File: src/rtl/param_serializer.sv
// Parallel-to-serial transmitter with programmable half-period divider,
// selectable bit order and a one-word holding register for gapless chaining.
module param_serializer #(
    parameter int unsigned WIDTH     = 8,
    parameter int unsigned DIV_WIDTH = 32
) (
    input  logic                 clock,
    input  logic                 reset_n,
    input  logic [WIDTH-1:0]     par_data,
    input  logic [DIV_WIDTH-1:0] divider,
    input  logic                 msb_first,
    input  logic                 store,
    output logic                 ser_clock,
    output logic                 ser_data,
    output logic                 ready,
    output logic                 empty,
    output logic                 done,
    output logic                 overrun
);

    localparam int unsigned BCW = $clog2(WIDTH);
    localparam logic [BCW-1:0] LAST_BIT = BCW'(WIDTH - 1);

    typedef enum logic {
        S_IDLE,
        S_SHIFT
    } state_t;

    state_t               r_state, w_state;
    logic [WIDTH-1:0]     r_shift, w_shift;
    logic                 r_msb, w_msb;
    logic [DIV_WIDTH-1:0] r_div, w_div;
    logic [DIV_WIDTH-1:0] r_cnt, w_cnt;
    logic [BCW-1:0]       r_bitcnt, w_bitcnt;
    logic                 r_sclk, w_sclk;
    logic                 r_sdata, w_sdata;
    logic                 r_hold_v, w_hold_v;
    logic [WIDTH-1:0]     r_hold_data, w_hold_data;
    logic [DIV_WIDTH-1:0] r_hold_div, w_hold_div;
    logic                 r_hold_msb, w_hold_msb;
    logic                 r_done, w_done;
    logic                 r_overrun, w_overrun;
    logic                 r_ready, w_ready;
    logic                 r_empty, w_empty;

    logic                 w_load;
    logic                 w_direct;
    logic [WIDTH-1:0]     w_ld_data;
    logic [DIV_WIDTH-1:0] w_ld_div;
    logic                 w_ld_msb;

    function automatic logic first_bit(input logic [WIDTH-1:0] d, input logic m);
        return m ? d[WIDTH-1] : d[0];
    endfunction

    // Next-state: bit timing, word hand-off and holding-register management
    always_comb begin
        w_state     = r_state;
        w_shift     = r_shift;
        w_msb       = r_msb;
        w_div       = r_div;
        w_cnt       = r_cnt;
        w_bitcnt    = r_bitcnt;
        w_sclk      = r_sclk;
        w_sdata     = r_sdata;
        w_hold_v    = r_hold_v;
        w_hold_data = r_hold_data;
        w_hold_div  = r_hold_div;
        w_hold_msb  = r_hold_msb;
        w_done      = 1'b0;
        w_overrun   = r_overrun;
        w_load      = 1'b0;
        w_direct    = 1'b0;
        w_ld_data   = par_data;
        w_ld_div    = divider;
        w_ld_msb    = msb_first;

        case (r_state)
            S_IDLE: begin
                if (store) begin
                    w_load = 1'b1;
                end
            end
            S_SHIFT: begin
                if (r_cnt != '0) begin
                    w_cnt = r_cnt - DIV_WIDTH'(1);
                end else begin
                    w_cnt  = r_div;
                    w_sclk = ~r_sclk;
                    if (r_sclk) begin
                        if (r_bitcnt == LAST_BIT) begin
                            w_done = 1'b1;
                            if (r_hold_v) begin
                                w_load    = 1'b1;
                                w_ld_data = r_hold_data;
                                w_ld_div  = r_hold_div;
                                w_ld_msb  = r_hold_msb;
                                w_hold_v  = 1'b0;
                            end else if (store) begin
                                w_load   = 1'b1;
                                w_direct = 1'b1;
                            end else begin
                                w_state = S_IDLE;
                                w_sdata = 1'b0;
                            end
                        end else begin
                            w_bitcnt = r_bitcnt + BCW'(1);
                            w_shift  = r_msb ? (r_shift << 1) : (r_shift >> 1);
                            w_sdata  = r_msb ? w_shift[WIDTH-1] : w_shift[0];
                        end
                    end
                end
            end
            default: begin
                w_state = S_IDLE;
            end
        endcase

        // A load starts the low half of the first bit period
        if (w_load) begin
            w_state  = S_SHIFT;
            w_shift  = w_ld_data;
            w_div    = w_ld_div;
            w_msb    = w_ld_msb;
            w_cnt    = w_ld_div;
            w_bitcnt = '0;
            w_sclk   = 1'b0;
            w_sdata  = first_bit(w_ld_data, w_ld_msb);
        end

        if (store) begin
            if (r_hold_v) begin
                w_overrun = 1'b1;
            end else if ((r_state == S_SHIFT) && !w_direct) begin
                w_hold_v    = 1'b1;
                w_hold_data = par_data;
                w_hold_div  = divider;
                w_hold_msb  = msb_first;
            end
        end

        w_ready = !w_hold_v;
        w_empty = (w_state == S_IDLE) && !w_hold_v;
    end

    always_ff @(posedge clock) begin
        if (!reset_n) begin
            r_state     <= S_IDLE;
            r_shift     <= '0;
            r_msb       <= 1'b0;
            r_div       <= '0;
            r_cnt       <= '0;
            r_bitcnt    <= '0;
            r_sclk      <= 1'b0;
            r_sdata     <= 1'b0;
            r_hold_v    <= 1'b0;
            r_hold_data <= '0;
            r_hold_div  <= '0;
            r_hold_msb  <= 1'b0;
            r_done      <= 1'b0;
            r_overrun   <= 1'b0;
            r_ready     <= 1'b1;
            r_empty     <= 1'b1;
        end else begin
            r_state     <= w_state;
            r_shift     <= w_shift;
            r_msb       <= w_msb;
            r_div       <= w_div;
            r_cnt       <= w_cnt;
            r_bitcnt    <= w_bitcnt;
            r_sclk      <= w_sclk;
            r_sdata     <= w_sdata;
            r_hold_v    <= w_hold_v;
            r_hold_data <= w_hold_data;
            r_hold_div  <= w_hold_div;
            r_hold_msb  <= w_hold_msb;
            r_done      <= w_done;
            r_overrun   <= w_overrun;
            r_ready     <= w_ready;
            r_empty     <= w_empty;
        end
    end

    assign ser_clock = r_sclk;
    assign ser_data  = r_sdata;
    assign ready     = r_ready;
    assign empty     = r_empty;
    assign done      = r_done;
    assign overrun   = r_overrun;

endmodule

File: config.mk
export PLATFORM = sky130hd
export DESIGN_NAME = param_serializer
export DESIGN_NICKNAME = d
export VERILOG_FILES = /design/src/rtl/param_serializer.sv
export SDC_FILE = /design/constraint.sdc
export NUM_CORES = 1
export LEC_CHECK = 0
export ABC_AREA = 1
export CORE_ASPECT_RATIO = 0.7
export CORE_UTILIZATION = 25
export CTS_BUF_LIST = sky130_fd_sc_hd__clkbuf_16
export DETAILED_ROUTE_END_ITERATION = 8
export PLACE_DENSITY = 0.46
export SYNTH_ARGS = -nofsm -noshare
export SYNTH_HDL_FRONTEND = slang
export SYNTH_SLANG_ARGS = --single-unit
File: constraint.sdc
create_clock -name clock -period 2.61 [get_ports clock]
set_input_delay 0.261 -clock clock [delete_from_list [all_inputs] [get_ports clock]]
set_output_delay 0.261 -clock clock [all_outputs]
set_load 0.05 [all_outputs]
==> results of run 1 <==
## cells by family (layout without fill, tap and decap cells)
logic type | after synthesis | count (layout) | synth area share [%]
fa+ha+maj | 4 | 4 | 0.744
flops | 125 | 125 | 37.2
compound gates | 227 | 227 | 18.1
buf+inv | 187 | 251 | 11.8
xor+xnor | 12 | 12 | 1.56
simple gates | 492 | 492 | 30.6
## layout make-up
| type | instances | area share (%) |
|---|---|---|
| flip-flops and latches | 125 | 30.1 |
| multi-input cells | 735 | 41.4 |
| repair buffers | 86 | 10.1 |
| well taps | 357 | 5.37 |
| clock inverters | 15 | 1.87 |
| clock buffers | 17 | 5.12 |
| inverters | 133 | 6.00 |
## state kept, by name, indices dropped and copies added, names as in the netlist, 3 cells and up
| signal | flops |
|---|---|
| r_cnt | 32 |
| r_div | 32 |
| r_hold_div | 32 |
| r_hold_data | 8 |
| r_shift | 8 |
| r_bitcnt | 3 |
## worst max-delay path: cells and delay by family (launching register included)
kind | cells | cell delay (ns)
flops | 1 | 0.30
simple gates | 10 | 1.16
fa+ha+maj | 1 | 0.21
compound gates | 1 | 0.07
buf+inv | 4 | 0.42
## stage by stage
| step | setup slack, ns | util, % | cell area (um^2) |
|---|---|---|---|
| 2_1_floorplan | 0.539 | - | 6730 |
| 3_3_place_gp | 0.0893 | 29.6 | 7710 |
| 3_5_place_dp | 0.174 | 29.6 | 7710 |
| 4_1_cts | 0.164 | 31.8 | 8290 |
| 5_1_grt | 0.0280 | 31.9 | 8310 |
| 6_report | 0.229 | 31.9 | 8310 |
## layout by cell type (no fill, tap or decap), types with 2 or more instances in the layout
cell             count
nor3_4               2
nand3_2              2
o21ai_1             23
clkdlybuf4s50_1     49
clkbuf_16           17
xor2_1              10
inv_1              131
nor2_1              95
inv_2                3
o21ai_2             10
xnor2_1              2
clkinv_1             4
o21ai_0             73
o211ai_1             5
nand3_1             70
nand2_2              5
dfxtp_1            125
a21oi_1             92
clkinvlp_4           3
ha_1                 4
bufinv_16            3
buf_4               31
nor2_4               2
nor2_2               6
buf_12               6
a31oi_1              7
clkinv_2             3
o22ai_1             16
nand4_1             17
nand2_1            290
## power by group
group          total, mW  switching [mW]  internal, mW
clock network       2.39           0.909          1.48
logic               1.02           0.642         0.382
registers           2.13          0.0881          2.05
total               5.54            1.64          3.91
## how the worst max path moves through the flow
| stage | startpoint | end | slack, ns |
|---|---|---|---|
| final | r_cnt[0]$_SDFFE_PN0P_ | r_cnt[26]$_SDFFE_PN0P_ | 0.23 |
| after global routing | r_cnt[0]$_SDFFE_PN0P_ | r_hold_div[25]$_SDFFE_PN0P_ | 0.03 |
| after CTS | r_cnt[0]$_SDFFE_PN0P_ | r_hold_div[3]$_SDFFE_PN0P_ | 0.16 |
| after detailed placement | store | r_cnt[19]$_SDFFE_PN0P_ | 0.17 |
| after global placement | store | r_cnt[19]$_SDFFE_PN0P_ | 0.09 |
| after floorplan | ser_clock$_SDFFE_PP0P_ | r_cnt[23]$_SDFFE_PN0P_ | 0.54 |
## routing by layer
metal  share of wire [%]  wire [um]
met1                  54      11100
met2                  41       8420
met3                 4.0        825
met4                0.86        177
met5                   0          0
## timing repair
item / in CTS / in global routing
hold endpoints to repair: 0 / 0
setup endpoints to repair: 0 / 48
buffers inserted: 0 / 3
gates resized for setup: 0 / 1
==> results.yml, run 1 <==
outcome:
  outcome: "completed"
die:
  start_util_pct: 25.8
  die_h_um: 139
  die_x_um: 198
  dieArea_um2: 27600
  rows: 49
  core_um2: 26100
  design.portCount: 50
clocking:
  h-tree-depth: 4
  clock_latency_ns: 0.42
  clock_sinks: 125
  root_buffer: "clkbuf_16"
  clk_path_buf_depth: 2
  cts.clk_slew.worst_paths_ns: 0.06
  cts_tree: "done"
  cts_hold_buffers: 0
  cts_buffers: 17
timing:
  holdWs_ns: 0.406
  hold_viol: 0
  period_needed_ns: 2.38
  rsz0062_at_grt: "no"
  setup_viol: 0
  clock_skew_ns: 0.00738
  relSlewSlack_pct: 65.6
  max_freq_mhz: 420
  drv_slew: 0
  final.setup.tns_ns: 0
  tightest_slew_ns: 0.514
  min_period_over_period_pct: 91.2
worst_setup_path:
  critPathSlowestCell: "dfxtp_1"
  critical_path.max_stage_delay_ns: 0.30
  r2r_end: "r_cnt[26]$_SDFFE_PN0P_"
  critPathMaxFanout: 74
  worstSetupStartpointType: "register"
  ff2ff_setup_slack_ns: 0.23
  reg2reg_depth: 16
  critPathKind: "register to register"
  crit_path_end_kind: "register"
  cp.required_ns: 2.94
  worstPathCellList: "inv_1 > ha_1 > inv_1 > nor2_1 > nand2_1 > nor2_1 > nand2_1 > nor2_4 > nand3_2 > buf_12 > nand2_1 > o21ai_1 > nand2_1 > nand3_1 > nand2_1 > inv_1"
  r2r_start: "r_cnt[0]$_SDFFE_PN0P_"
  cp_common_cell: "nand2_1"
  arrival_ns: 2.71
synthesis:
  async_reset_ff_share_pct: 0
  yosys_warnings: 0
  synth_cell_types: 30
  synthTopCellsByArea: "dfxtp_1 (37%), nand2_1 (16%), inv_1 (7.3%)"
  yosysTopAreaCell: "dfxtp_1"
  synthTopCellsByCount: "nand2_1 (291), inv_1 (130), dfxtp_1 (125), nor2_1 (96), a21oi_1 (92)"
  synth_top_area_share_pct: 37.2
  synth-main-ff-cell: "dfxtp_1"
  synth.most_common_cell: "nand2_1"
  syn_nets: 1095
  avgSynthCellArea_um2: 6.42
  synth_edf_count: 0
  syn-cell-area_um2: 6730
  synthCells: 1047
  synth.ff_latch_count: 125
  seq_area_frac_synth_pct: 37.2
hold_path:
  min_path_type: "input port to register"
  hold_start: "par_data[0]"
  min_path_cells: 3
  min_to: "r_hold_data[0]$_SDFFE_PN0P_"
routing:
  finalWirelength_mm: 20.5
  dr.pass1.iters: 5
  vias_per_cell: 4.48
  antenna_left: 0
  post-route-drc-count: 0
  vias: 6573
  wire_per_inst_um: 14.0
  drtIter0Drc: 400
global_route:
  track_usage_pct: 15.6
  busiest_layer: "met2"
  antenna_found_initial: 0
  met2_usage_pct: 23.0
  grt_pass1_vias: 6274
  use_met1_pct: 22.9
  grt_pass1_wl_mm: 33.7
  grt_util_met3_pct: 3.15
  grt_max_degree: 75
  grt-ovfl-total: 0
placed_design:
  dp.cells: 1433
  io_buffers: 49
  dp_hpwl_mm: 14.4
  gp_congestion: 0.910
power:
  peakVddDrop_v: 0.000462
  p_per_area_nw_per_um2: 667
  finalPower_mw: 5.54
  p_leak_nw: 3.61
layout:
  antenna_cells: 0
  synthToLayoutAreaGrowth_pct: 23.6
  stdcell_count: 1468
  seq_area_um2: 2500
  fillers: 2909
  final_layout_size_suffix_gt1_share_pct: 8.73
  final_nets: 1146
  multi_input_area_um2: 3440
flow_run:
  drv_cap: 0
Note: power is estimated with default switching activity, not from simulation.
==> run 2: changes to the inputs <==
--- a/config.mk
+++ b/config.mk
@@ -11,6 +11,7 @@
 export CTS_BUF_LIST = sky130_fd_sc_hd__clkbuf_16
 export DETAILED_ROUTE_END_ITERATION = 8
 export PLACE_DENSITY = 0.46
+export RECOVER_POWER = 50
 export SYNTH_ARGS = -nofsm -noshare
 export SYNTH_HDL_FRONTEND = slang
 export SYNTH_SLANG_ARGS = --single-unit
==> results.yml, run 2 (synthesis results as in run 1) <==
outcome:
  outcome: "completed"
power:
  p_per_area_nw_per_um2: 668
  p_leak_nw: 3.61
  peakVddDrop_v: 0.000461
placed_design:
  gp_congestion: 0.910
  preCtsSetupSlack_ns: 0.174
  dp_hpwl_mm: 14.4
  io_buffers: 49
  placedInstanceArea_um2: 7710
worst_setup_path:
  worstSetupStartpointType: "register"
  cp.required_ns: 2.94
  path_delay_family: "simple AND/OR/NAND/NOR gates"
  critPathMaxFanout: 74
  crit_path_end_kind: "register"
  critPathKind: "register to register"
  critPathSlowestCell: "dfxtp_1"
  worstPathCellList: "inv_1 > ha_1 > inv_1 > nor2_1 > nand2_1 > nor2_1 > nand2_1 > nor2_4 > nand3_2 > buf_6 > nand2_1 > o21ai_1 > nand2_1 > nand3_1 > nand2_1 > inv_1"
  critical_path.max_stage_delay_ns: 0.30
  path_buf_inv: 4
  cp_common_cell: "nand2_1"
  arrival_ns: 2.75
routing:
  wire_per_inst_um: 13.9
  vias_per_cell: 4.48
  post-route-drc-count: 0
  finalWirelength_mm: 20.5
  antenna_left: 0
  vias: 6582
  drtIter0Drc: 375
  dr.pass1.iters: 5
clocking:
  clock_sinks: 125
  cts_buffers: 17
  clock_latency_ns: 0.42
  cts.clk_slew.worst_paths_ns: 0.06
  root_buffer: "clkbuf_16"
  clk_path_buf_depth: 2
  h-tree-depth: 4
  cts_tree: "done"
timing:
  drv_slew: 0
  tightest_slew_ns: 0.568
  min_period_over_period_pct: 92.7
  relSlewSlack_pct: 62.2
  max_freq_mhz: 413
  final.setup.tns_ns: 0
  clock_skew_ns: 0.00837
  rsz0062_at_grt: "no"
  fin_ws_ns: 0.190
  period_needed_ns: 2.42
  setup_viol: 0
  holdWs_ns: 0.405
  hold_viol: 0
die:
  die_h_um: 139
  die_x_um: 198
  design.portCount: 50
  start_util_pct: 25.8
  rows: 49
  dieArea_um2: 27600
  core_um2: 26100
global_route:
  grt_pass1_vias: 6274
  grt-ovfl-total: 0
  grt_pass1_wl_mm: 33.7
  antenna_found_initial: 0
  track_usage_pct: 15.6
  grt_max_degree: 75
layout:
  antenna_cells: 0
  fillers: 2917
  final_layout_size_suffix_gt1_share_pct: 8.19
  final_common_cell: "nand2_1"
  final_nets: 1146
  synthToLayoutAreaGrowth_pct: 23.1
  fin_util_pct: 31.8
  multi_input_area_um2: 3420
  layout_common_cells: "nand2_1 (291), inv_1 (131), dfxtp_1 (125), nor2_1 (95), a21oi_1 (93)"
  postLayoutCellArea_um2: 8280
  seq_area_um2: 2500
  largestRegisters: "r_cnt x32, r_div x32, r_hold_div x32"
flow_run:
  drv_cap: 0
hold_path:
  min_path_type: "input port to register"
[run 2: final timing paths]
check / end / slack, ns / cells after the start / startpoint
max: r_cnt[26]$_SDFFE_PN0P_ / 0.19 / 16 / r_cnt[0]$_SDFFE_PN0P_
min: r_hold_data[0]$_SDFFE_PN0P_ / 0.40 / 3 / par_data[0]
max reg2reg: r_cnt[26]$_SDFFE_PN0P_ / 0.19 / 16 / r_cnt[0]$_SDFFE_PN0P_
min reg2reg: r_hold_div[10]$_SDFFE_PN0P_ / 0.44 / 2 / r_hold_div[10]$_SDFFE_PN0P_
[run 2: layer usage]
metal | GRT usage, % | share of wire [%]
met5 | 0 | 0
met4 | 3.71 | 0.80
met3 | 3.15 | 4.1
met2 | 23.0 | 41
met1 | 22.9 | 54
[run 2: what timing repair did]
| item | in CTS | in global routing |
|---|---|---|
| endpoints found under the setup margin | 0 | 48 |
| setup buffers | 0 | 3 |
| gates resized for setup | 0 | 1 |
| hold buffers | 0 | 0 |
[run 2: through the flow]
stage               std cells  total power, mW
CTS                      1465             5.62
floorplan                1047             2.84
global placement         1433             3.19
finish                   1468             5.53
global route             1468             5.85
detailed placement       1433             3.19
[run 2: final cells by class]
type                       instances  share of cell area [%]
inverter                         133                    6.03
multi-input combinational        735                    41.4
clock inverter                    15                    1.87
clock buffer                      17                    5.14
tap                              357                    5.40
timing repair buffer              86                    9.97
sequential                       125                    30.2
[run 2: power breakdown]
group	switching, mW	internal [mW]	leakage [nW]	total, mW
Sequential	0.0876	2.05	1.03	2.13
Clock	0.908	1.48	0.280	2.39
Combinational	0.638	0.377	2.30	1.02
[run 2: tightest hold or removal path: cells and delay by family]
family	cells	cell delay [ns]
compound gates	1	0.06
buf+inv	2	0.46
==> run 3: changes to the inputs <==
--- a/config.mk
+++ b/config.mk
@@ -8,7 +8,6 @@
 export ABC_AREA = 1
 export CORE_ASPECT_RATIO = 0.7
 export CORE_UTILIZATION = 25
-export CTS_BUF_LIST = sky130_fd_sc_hd__clkbuf_16
 export DETAILED_ROUTE_END_ITERATION = 8
 export PLACE_DENSITY = 0.46
 export RECOVER_POWER = 50
==> results.yml, run 3 (synthesis results as in run 1) <==
outcome:
  outcome: "completed"
power:
  p_leak_nw: 3.63
  peakVddDrop_v: 0.000456
  finalPower_mw: 5.66
  p_per_area_nw_per_um2: 680
global_route:
  grt-ovfl-total: 0
  grt_pass1_wl_mm: 33.7
  grt_pass1_vias: 6279
  antenna_found_initial: 0
  grt_max_degree: 75
  track_usage_pct: 15.6
timing:
  tightest_slew_ns: 0.560
  rsz0062_at_grt: "no"
  min_period_over_period_pct: 92.0
  period_needed_ns: 2.40
  relSlewSlack_pct: 62.7
  clock_skew_ns: 0.00761
  fin_ws_ns: 0.209
  final.setup.tns_ns: 0
  max_freq_mhz: 417
  holdWs_ns: 0.408
  hold_viol: 0
  drv_slew: 0
  setup_viol: 0
layout:
  largestRegisters: "r_cnt x32, r_div x32, r_hold_div x32"
  fin_util_pct: 31.9
  postLayoutCellArea_um2: 8320
  fillers: 2905
  stdcell_count: 1468
  final_layout_size_suffix_gt1_share_pct: 8.55
  antenna_cells: 0
  layout_common_cells: "nand2_1 (291), inv_1 (130), dfxtp_1 (125), nor2_1 (95), a21oi_1 (93)"
  final_common_cell: "nand2_1"
  final_nets: 1146
  synthToLayoutAreaGrowth_pct: 23.7
routing:
  wire_per_inst_um: 13.9
  dr.pass1.iters: 6
  finalWirelength_mm: 20.4
  drtIter0Drc: 389
  post-route-drc-count: 0
  vias_per_cell: 4.49
  antenna_left: 0
  vias: 6595
die:
  rows: 49
  die_h_um: 139
  dieArea_um2: 27600
  die_x_um: 198
  core_um2: 26100
  start_util_pct: 25.8
  design.portCount: 50
worst_setup_path:
  critPathMaxFanout: 74
  critPathSlowestCell: "dfxtp_1"
  critPathKind: "register to register"
  path_buf_inv: 4
  worstPathCellList: "inv_1 > ha_1 > inv_1 > nor2_1 > nand2_1 > nor2_1 > nand2_1 > nor2_4 > nand3_2 > buf_6 > nand2_1 > o21ai_1 > nand2_1 > nand3_1 > nand2_1 > inv_1"
  cp_common_cell: "nand2_1"
  arrival_ns: 2.72
  crit_path_end_kind: "register"
  worstSetupStartpointType: "register"
  critical_path.max_stage_delay_ns: 0.30
  path_delay_family: "simple AND/OR/NAND/NOR gates"
  cp.required_ns: 2.93
placed_design:
  io_buffers: 49
  gp_congestion: 0.910
  placedInstanceArea_um2: 7710
  dp_hpwl_mm: 14.4
  preCtsSetupSlack_ns: 0.174
  dp.cells: 1433
clocking:
  cts.clk_slew.worst_paths_ns: 0.06
  cts_buffers: 17
  h-tree-depth: 4
  root_buffer: "clkbuf_16"
  clock_latency_ns: 0.42
  clock_sinks: 125
  cts_hold_buffers: 0
  clk_path_buf_depth: 2
  cts_tree: "done"
hold_path:
  min_path_type: "input port to register"
flow_run:
  drv_cap: 0
run 3: worst paths after layout:
check / start / to / slack, ns / depth (start not counted)
worst max-delay path: r_cnt[0]$_SDFFE_PN0P_ / r_cnt[26]$_SDFFE_PN0P_ / 0.21 / 16
worst min-delay path: par_data[0] / r_hold_data[0]$_SDFFE_PN0P_ / 0.41 / 3
worst max register to register: r_cnt[0]$_SDFFE_PN0P_ / r_cnt[26]$_SDFFE_PN0P_ / 0.21 / 16
worst min register to register: r_hold_div[10]$_SDFFE_PN0P_ / r_hold_div[10]$_SDFFE_PN0P_ / 0.44 / 2
run 3: area by class of cell:
class	instances	area, um^2	area share (%)
Multi-Input combinational cell	735	3420	41.2
Inverter	133	499	6.00
Timing Repair Buffer	86	828	9.95
Sequential cell	125	2500	30.1
Clock buffer	22	484	5.82
Tap cell	357	447	5.37
Clock inverter	10	136	1.64
run 3: tightest hold or removal path, stage by stage:
cell	delay, ns
clkdlybuf4s50_1	0.39
inv_1	0.07
a21oi_1	0.06
run 3: repair_timing:
item | in CTS | in global routing
endpoints found under the setup margin | 0 | 44
gates resized for setup | 0 | 1
endpoints found under the hold margin | 0 | 0
buffers inserted | 0 | 3
run 3: layer usage:
layer	up-vias	part of all wire, %	global-route usage [%]
met5	-	0	0
met4	0	0.78	3.71
met3	14	3.9	3.08
met2	120	41	23.1
met1	3005	54	22.9
li1	3456	-	-
run 3: where the power goes:
part	internal, mW	switching, mW
Combinational	0.378	0.638
Clock	1.60	0.911
Sequential	2.05	0.0876
Total	4.02	1.64
==> variant, RTL diff (settings of run 1) <==
Register the input `divider` before use, with the module's reset. The logic sees it one clock later. The other inputs are not delayed to match.
--- a/src/rtl/param_serializer.sv
+++ b/src/rtl/param_serializer.sv
@@ -26,6 +26,16 @@
         S_SHIFT
     } state_t;
 
+    logic [DIV_WIDTH-1:0] divider_q;
+
+    always_ff @(posedge clock) begin
+        if (!reset_n) begin
+            divider_q <= '0;
+        end else begin
+            divider_q <= divider;
+        end
+    end
+
     state_t               r_state, w_state;
     logic [WIDTH-1:0]     r_shift, w_shift;
     logic                 r_msb, w_msb;
@@ -72,7 +82,7 @@
         w_load      = 1'b0;
         w_direct    = 1'b0;
         w_ld_data   = par_data;
-        w_ld_div    = divider;
+        w_ld_div    = divider_q;
         w_ld_msb    = msb_first;
 
         case (r_state)
@@ -134,7 +144,7 @@
             end else if ((r_state == S_SHIFT) && !w_direct) begin
                 w_hold_v    = 1'b1;
                 w_hold_data = par_data;
-                w_hold_div  = divider;
+                w_hold_div  = divider_q;
                 w_hold_msb  = msb_first;
             end
         end
Behaviour: not the same (Yosys sat finds a counterexample within 4 cycles, from zero or initial values and one cycle with reset_n low).
==> variant against run 1 <==
- design area increased by 10%
- fmax increased by 5.5%
- sequential cell count increased by 32
- largest cell class unchanged
- critical endpoint is now r_cnt[20]$_SDFFE_PN0P_
- non-clock buffer count decreased by 10
- setup slack improved by 0.12 ns
- die area increased by 13%
- core utilization decreased by 1.3 points
- area after synthesis increased by 13%
- highest routed layer unchanged
- wire length increased by 5.8%
- total power increased by 14%
==> variant: results (changes against run 1) <==
metric;value;unit;change
Fin Clk Skew;0.00715;ns;-0.000232 ns
layout cells sized above 1;0.0767;;-0.0106
first-pass GRT wire length;35800;um;+6.2%
met2 usage;0.218;;-0.0117
final hold slack;0.324;ns;-0.0817 ns
drt wl/cell;13.6;um;-2.9%
fillers;3355;;+15%
outcome;completed;;
Inst Count DP;1567;;+9.4%
Leakage;4.05;nW;+12%
Tot GR Track Use;0.147;;-0.00879
nets;1222;;+6.6%
DRT met1 WL;11800;um;+6.4%
Critical Path Start;r_cnt[18]$_SDFFE_PN0P_;;
synth top area cells;dfxtp_1, nand2_1, inv_1, a21oi_1, nand3_1;;
largest net degree at the start of global routing;83;;+11%
Max IR drop VDD;380;uV;-18%
synth cell count leaders;nand2_1, inv_1, dfxtp_1;;
DR WL met2;8890;um;+5.6%
CP peak stage delay;0.33;ns;+0.03 ns
Syn Area/Cell;6.70;um^2;+4.2%
slew of the pin with the lowest slew margin;0.507;ns;-0.00703 ns
via density per instance;4.38;;-2.3%
number of global-route vias before repair;6651;;+6.0%
min-delay src;reset_n;;
syn_nets;1185;;+8.2%
Critical path destination;r_cnt[20]$_SDFFE_PN0P_;;
-- variant: power breakdown --
group          internal, mW  total [mW]  switching [mW]  leakage [nW]
Clock                  1.50        2.55            1.05         0.281
Combinational         0.401        1.10           0.702          2.47
Sequential             2.55        2.66           0.103          1.29
Total                  4.45        6.31            1.86          4.05
-- variant: final cells by class --
cell class | count | area share
multi-input cells | 743 | 0.382
flip-flops and latches | 157 | 0.343
repair buffers | 76 | 0.0805
inverters | 179 | 0.0733
well taps | 412 | 0.0562
clock buffers | 17 | 0.0464
clock inverters | 15 | 0.0187
-- variant: kinds of logic after synthesis --
family / share of synthesized area
fa+ha+maj: 0.00657
simple gates: 0.277
xor+xnor: 0.0138
compound gates: 0.163
flops: 0.413
buf+inv: 0.127
-- variant: per-stage QoR --
step	instance area [um^2]	util	worst slack, ns
2_1_floorplan	7610	-	0.711
3_3_place_gp	8570	0.286	0.357
3_5_place_dp	8570	0.286	0.365
4_1_cts	9170	0.306	0.354
5_1_grt	9170	0.306	0.0998
6_report	9170	0.306	0.352
